`src/rtl/prog_counter_pkg.sv`:
```
// Shared types and constants for the programmable counter serial loader.
// PROG_LOADER_PARITY_EN adds a trailing even-parity bit to every frame.
package prog_counter_pkg;

  localparam logic [7:0] CMD_LOAD      = 8'h01;
  localparam logic [7:0] CMD_SET_EN    = 8'h02;
  localparam logic [7:0] CMD_SET_DRIVE = 8'h03;

`ifdef PROG_LOADER_PARITY_EN
  localparam int unsigned FRAME_BITS = 17;
`else
  localparam int unsigned FRAME_BITS = 16;
`endif

  typedef enum logic [1:0] {IDLE, SHIFT, EXEC} state_e;

  function automatic logic cmd_valid(input logic [7:0] cmd);
    return (cmd == CMD_LOAD) || (cmd == CMD_SET_EN) || (cmd == CMD_SET_DRIVE);
  endfunction

endpackage

```
`src/rtl/sync_edge.sv`:
```
// Multi-flop synchroniser with registered rise/fall detection on the synchronised level.
module sync_edge #(
  parameter int unsigned SYNC_STAGES = 2,
  parameter logic        IDLE_LEVEL  = 1'b0
) (
  input  logic clk,
  input  logic rst_n,
  input  logic d_i,
  output logic level_o,
  output logic rise_o,
  output logic fall_o
);

  logic [SYNC_STAGES-1:0] sync_q;
  logic                   last_q;
  logic                   rise_q;
  logic                   fall_q;

  always_ff @(posedge clk or negedge rst_n) begin
    if (!rst_n) begin
      sync_q <= {SYNC_STAGES{IDLE_LEVEL}};
      last_q <= IDLE_LEVEL;
      rise_q <= 1'b0;
      fall_q <= 1'b0;
    end else begin
      sync_q <= {sync_q[SYNC_STAGES-2:0], d_i};
      last_q <= sync_q[SYNC_STAGES-1];
      rise_q <= sync_q[SYNC_STAGES-1] & ~last_q;
      fall_q <= ~sync_q[SYNC_STAGES-1] & last_q;
    end
  end

  assign level_o = sync_q[SYNC_STAGES-1];
  assign rise_o  = rise_q;
  assign fall_o  = fall_q;

endmodule

```
`src/rtl/prog_counter_serial_loader.sv`:
```
// Serial command front end for the programmable counter: resynchronises a cs/clk/dat frame
// and drives load/enable/drive controls. PROG_LOADER_PARITY_EN selects 17-bit parity frames.
module prog_counter_serial_loader
  import prog_counter_pkg::*;
#(
  parameter logic        DEFAULT_EN    = 1'b1,
  parameter logic        DEFAULT_DRIVE = 1'b1,
  parameter int unsigned SYNC_STAGES   = 2
) (
  input  logic       clk,
  input  logic       rst_n,
  input  logic       ena,
  input  logic       ser_cs_n_i,
  input  logic       ser_clk_i,
  input  logic       ser_dat_i,
  output logic [7:0] load_val_o,
  output logic       load_o,
  output logic       en_o,
  output logic       oe_o,
  output logic       busy_o,
  output logic       frame_err_o
);

  logic cs_lvl, cs_rise, cs_fall;
  logic sclk_lvl, sclk_rise, sclk_fall;
  logic dat_lvl, dat_rise, dat_fall;
  logic unused_edges;

  sync_edge #(.SYNC_STAGES(SYNC_STAGES), .IDLE_LEVEL(1'b1)) u_sync_cs (
    .clk(clk), .rst_n(rst_n), .d_i(ser_cs_n_i),
    .level_o(cs_lvl), .rise_o(cs_rise), .fall_o(cs_fall)
  );

  sync_edge #(.SYNC_STAGES(SYNC_STAGES), .IDLE_LEVEL(1'b0)) u_sync_clk (
    .clk(clk), .rst_n(rst_n), .d_i(ser_clk_i),
    .level_o(sclk_lvl), .rise_o(sclk_rise), .fall_o(sclk_fall)
  );

  sync_edge #(.SYNC_STAGES(SYNC_STAGES), .IDLE_LEVEL(1'b0)) u_sync_dat (
    .clk(clk), .rst_n(rst_n), .d_i(ser_dat_i),
    .level_o(dat_lvl), .rise_o(dat_rise), .fall_o(dat_fall)
  );

  assign unused_edges = ^{cs_fall, sclk_lvl, sclk_fall, dat_rise, dat_fall};

  state_e                state_q, state_d;
  logic [FRAME_BITS-1:0] sr_q, sr_d, sr_shift;
  logic [4:0]            cnt_q, cnt_d, cnt_shift;
  logic [7:0]            load_val_q, load_val_d;
  logic                  load_q, load_d;
  logic                  en_q, en_d;
  logic                  oe_q, oe_d;
  logic                  busy_q, busy_d;
  logic                  err_q, err_d;
  logic [15:0]           payload;
  logic                  frame_ok;

  always_ff @(posedge clk or negedge rst_n) begin
    if (!rst_n) begin
      state_q    <= IDLE;
      sr_q       <= '0;
      cnt_q      <= '0;
      load_val_q <= 8'h00;
      load_q     <= 1'b0;
      en_q       <= DEFAULT_EN;
      oe_q       <= DEFAULT_DRIVE;
      busy_q     <= 1'b0;
      err_q      <= 1'b0;
    end else begin
      state_q    <= state_d;
      sr_q       <= sr_d;
      cnt_q      <= cnt_d;
      load_val_q <= load_val_d;
      load_q     <= load_d;
      en_q       <= en_d;
      oe_q       <= oe_d;
      busy_q     <= busy_d;
      err_q      <= err_d;
    end
  end

  // Frame as it stands after this cycle's shift, so a bit landing with the cs_n rise counts.
  always_comb begin
    sr_shift  = sclk_rise ? {sr_q[FRAME_BITS-2:0], dat_lvl} : sr_q;
    cnt_shift = (sclk_rise && (cnt_q != 5'd31)) ? cnt_q + 5'd1 : cnt_q;
    payload   = sr_shift[FRAME_BITS-1 -: 16];
    frame_ok  = (cnt_shift == 5'(FRAME_BITS)) && cmd_valid(payload[15:8]);
`ifdef PROG_LOADER_PARITY_EN
    frame_ok  = frame_ok && !(^sr_shift);
`endif
  end

  always_comb begin
    state_d    = state_q;
    sr_d       = sr_q;
    cnt_d      = cnt_q;
    load_val_d = load_val_q;
    load_d     = 1'b0;
    en_d       = en_q;
    oe_d       = oe_q;
    err_d      = err_q;

    if (!ena) begin
      state_d = IDLE;
    end else begin
      unique case (state_q)
        IDLE: begin
          if (!cs_lvl) begin
            state_d = SHIFT;
            sr_d    = '0;
            cnt_d   = '0;
          end
        end
        SHIFT: begin
          sr_d  = sr_shift;
          cnt_d = cnt_shift;
          if (cs_rise) begin
            state_d = EXEC;
            if (frame_ok) begin
              err_d = 1'b0;
              case (payload[15:8])
                CMD_LOAD: begin
                  load_val_d = payload[7:0];
                  load_d     = 1'b1;
                end
                CMD_SET_EN: en_d = payload[0];
                default:    oe_d = payload[0];
              endcase
            end else begin
              err_d = 1'b1;
            end
          end
        end
        EXEC:    state_d = IDLE;
        default: state_d = IDLE;
      endcase
    end

    busy_d = (state_d != IDLE);
  end

  assign load_val_o  = load_val_q;
  assign load_o      = load_q;
  assign en_o        = en_q;
  assign oe_o        = oe_q;
  assign busy_o      = busy_q;
  assign frame_err_o = err_q;

endmodule

```
`config.mk`:
```
export PLATFORM = sky130hd
export DESIGN_NAME = prog_counter_serial_loader
export DESIGN_NICKNAME = d
export VERILOG_FILES = /design/src/rtl/prog_counter_pkg.sv /design/src/rtl/sync_edge.sv /design/src/rtl/prog_counter_serial_loader.sv
export SDC_FILE = /design/constraint.sdc
export NUM_CORES = 1
export LEC_CHECK = 0
export ABC_AREA = 1
export CAP_MARGIN = 20
export CORE_MARGIN = 2
export CORE_UTILIZATION = 25
export DETAILED_ROUTE_END_ITERATION = 10
export GPL_TIMING_DRIVEN = 1
export RECOVER_POWER = 25
export SKIP_CTS_REPAIR_TIMING = 1
export SLEW_MARGIN = 10
export SYNTH_ARGS = -nofsm -noshare
export SYNTH_HDL_FRONTEND = slang
export SYNTH_SLANG_ARGS = --single-unit
```
`constraint.sdc`:
```
create_clock -name clk -period 3.2 [get_ports clk]
set_input_delay 0.64 -clock clk [delete_from_list [all_inputs] [get_ports clk]]
set_output_delay 0.64 -clock clk [all_outputs]
set_load 0.03 [all_outputs]
```
==> reports/qor.yml <==
antenna_found_initial: 0
multi_input_area_sq_um: 850.8
max_clock_freq_ghz: 0.4392
design.core.area_sq_um: 8636
cts_tree: "done"
totalWireLength_microns: 4254
clk_latency_ns: 0.30
layout-drive-gt1-share: 0.08163
area_delta_synth_final_pct: 18.29
clk_pin_slew_ns: 0.09
tightest_slew_ns: 1.304
ys_types: 21
cp_cell_sequence: "ha_1 -> nand2_1 -> nor2_1 -> ha_1 -> inv_1 -> nand2_1 -> o21bai_1 -> nand2_1 -> nor2_2 -> nand3_4 -> nor2_8 -> inv_4 -> nand2_1 -> nand2_1"
finalCritPeriodShare: 0.7115
ys_warn_count: 0
slew_headroom: 0.1305
synthesis.nets: 283
startpoint_type: "flop"
cpMaxStageDelayCell: "dfrtp_1"
drt-initial-drc-count: 110
drc: 0
gp_congestion: 0.8094
nFillCells: 906
cp_common_cell: "nand2_1"
fin_crit_ns: 2.277
fin_nets: 301
ant_nets: 0
finalHoldViolCount: 0
critPathArrivalTime_ns: 2.48
start_util: 0.2543
syn_area_sq_um: 2196
syn_inst: 275
hp-class: "flop to flop"
ys_seq_area_frac: 0.5271
die_x_microns: 97.72
status: "completed"
drt-pass1-iter-count: 4
avgSynthCellArea_sq_um: 7.985
cpPeakStageDelay_ns: 0.43
p_leak_nw: 1.233
crit_required_ns: 3.40
cts.sinks: 46
viasPerCell: 4.381
ioPinCount: 19
powerDensity_nw_per_um2: 483.9
avgRoutedWirePerCell_microns: 10.58
clock_skew_ns: 0.01078
cap_violations: 0
crit_fanout: 9
die_h_microns: 97.72
worstSetupEndpointType: "flop"
dieArea_sq_um: 9549
drv_slew: 0
grt_pass1_vias: 1667
grt_max_degree: 47
num_vias: 1761
tns_ns: 0
cts-root-buf: "clkbuf_8"
post-route-worst-setup-slack_ns: 0.9233
grt_pass1_wl_microns: 7424
rsz0062_at_grt: "false"
ys_ff_latch: 46
antenna_cells: 0
layout_commonest_cell: "nand2_1"
grtUsageTotal: 0.09392
finalSetupViolCount: 0
layout_common_cells: "nand2_1, dfrtp_1, inv_1"
regArea_sq_um: 1157
cts_inserted_buffers: 5
grt_overflow_total: 0
htreeDepth: 2
worst-setup-path-type: "flop to flop"
peakVddDrop_v: 0.0002442
placementRows: 34
post-dp-hpwl_microns: 2964
port_buffers: 18
pre_cts_ws_ns: 0.6991
cts_max_path_buffers: 2
through the flow:
step	util	hold slack, ns	total power (W)	cell area, sq um	std cells
global route	0.3008	0.3649	0.001329	2597	402
detailed placement	0.2846	0.3365	0.0008343	2457	393
CTS	0.2977	0.3561	0.001276	2571	401
global placement	0.2846	0.3328	0.0008321	2457	393
finish	0.3008	0.3551	0.001257	2597	402
floorplan	-	0.3312	0.0007801	2196	275
cells in the mapped netlist:
cell type,number,area [sq um]
nand2_1,104,390.4
dfrtp_1,41,1026
inv_1,28,105.1
o21ai_0,21,105.1
nor2_1,20,75.07
nand3_1,19,95.09
o22ai_1,10,62.56
clkbuf_1,6,22.52
dfstp_2,5,131.4
nor2_2,4,25.02
buf_6,3,33.78
a21oi_1,2,10.01
ha_1,2,25.02
nor3_1,2,10.01
o21bai_1,2,15.01
buf_4,1,7.510
inv_2,1,3.750
inv_4,1,6.260
inv_6,1,8.760
nand3_4,1,17.52
nor2_8,1,20.02
kinds of logic after synthesis:
logic type / Yosys count / synth area share
buffers and inverters: 41 / 0.08547
AOI/OAI and AO/OA: 35 / 0.08775
and+or+nand+nor: 151 / 0.2883
DFF: 46 / 0.5271
adders and majority gates: 2 / 0.01139
path summary, 6_finish.rpt:
kind / end / depth (start not counted) / startpoint / slack (ns)
max: load_val_o[2] / 14 / cnt_q[0] / 0.92
min: u_sync_clk.sync_q[1] / 0 / u_sync_clk.sync_q[0] / 0.36
max reg2reg: load_val_o[2] / 14 / cnt_q[0] / 0.92
min reg2reg: u_sync_clk.sync_q[1] / 0 / u_sync_clk.sync_q[0] / 0.36
max in group asynchronous: en_o / 2 / rst_n / 1.78
min in group asynchronous: cnt_q[1] / 1 / rst_n / 0.61
state kept, by name (all words and copies together), names as in the netlist:
| signal | flops |
|---|---|
| u_sync_dat.sync_q | 2 |
| cnt_q | 5 |
| sr_q | 16 |
| oe_o | 1 |
| busy_o | 1 |
| en_o | 1 |
| u_sync_clk.rise_o | 1 |
| load_val_o | 8 |
| load_o | 1 |
| frame_err_o | 1 |
| state_q | 2 |
| u_sync_cs.last_q | 1 |
| u_sync_clk.last_q | 1 |
| u_sync_clk.sync_q | 2 |
| u_sync_cs.rise_o | 1 |
| u_sync_cs.sync_q | 2 |
report_power, final:
| part | internal, W | leakage, nW | total (W) | switching (W) |
|---|---|---|---|---|
| sequential | 0.000615 | 0.601 | 0.000638 | 0.0000225 |
| combinational | 0.0000646 | 0.582 | 0.000187 | 0.000123 |
| clock | 0.000232 | 0.0504 | 0.000432 | 0.000200 |
| total | 0.000912 | 1.23 | 0.00126 | 0.000345 |
area by class of cell:
cell class              instances  area share
multi-input cells             188      0.3276
inverters                      31     0.04769
repair buffers                 21     0.08333
well taps                     108     0.05202
clock buffers                   5     0.02649
flip-flops and latches         46      0.4456
clock inverters                 3     0.01734
critical path, delay by kind of cell, from the launching register on:
kind	cells	cell delay, ns
flops	1	0.43
simple gates	9	0.95
fa+ha+maj	2	0.45
compound gates	1	0.17
buf+inv	2	0.17
per-layer routing:
layer  vias to the layer above  wire length [microns]  GRT usage
met4                         0                     74    0.03739
met2                        31                   2011     0.1533
li1                        897                      -          -
met1                       827                   2042     0.1228
met5                         -                      0          0
met3                         6                    126    0.01871
Power figures use the tool's default switching activity.
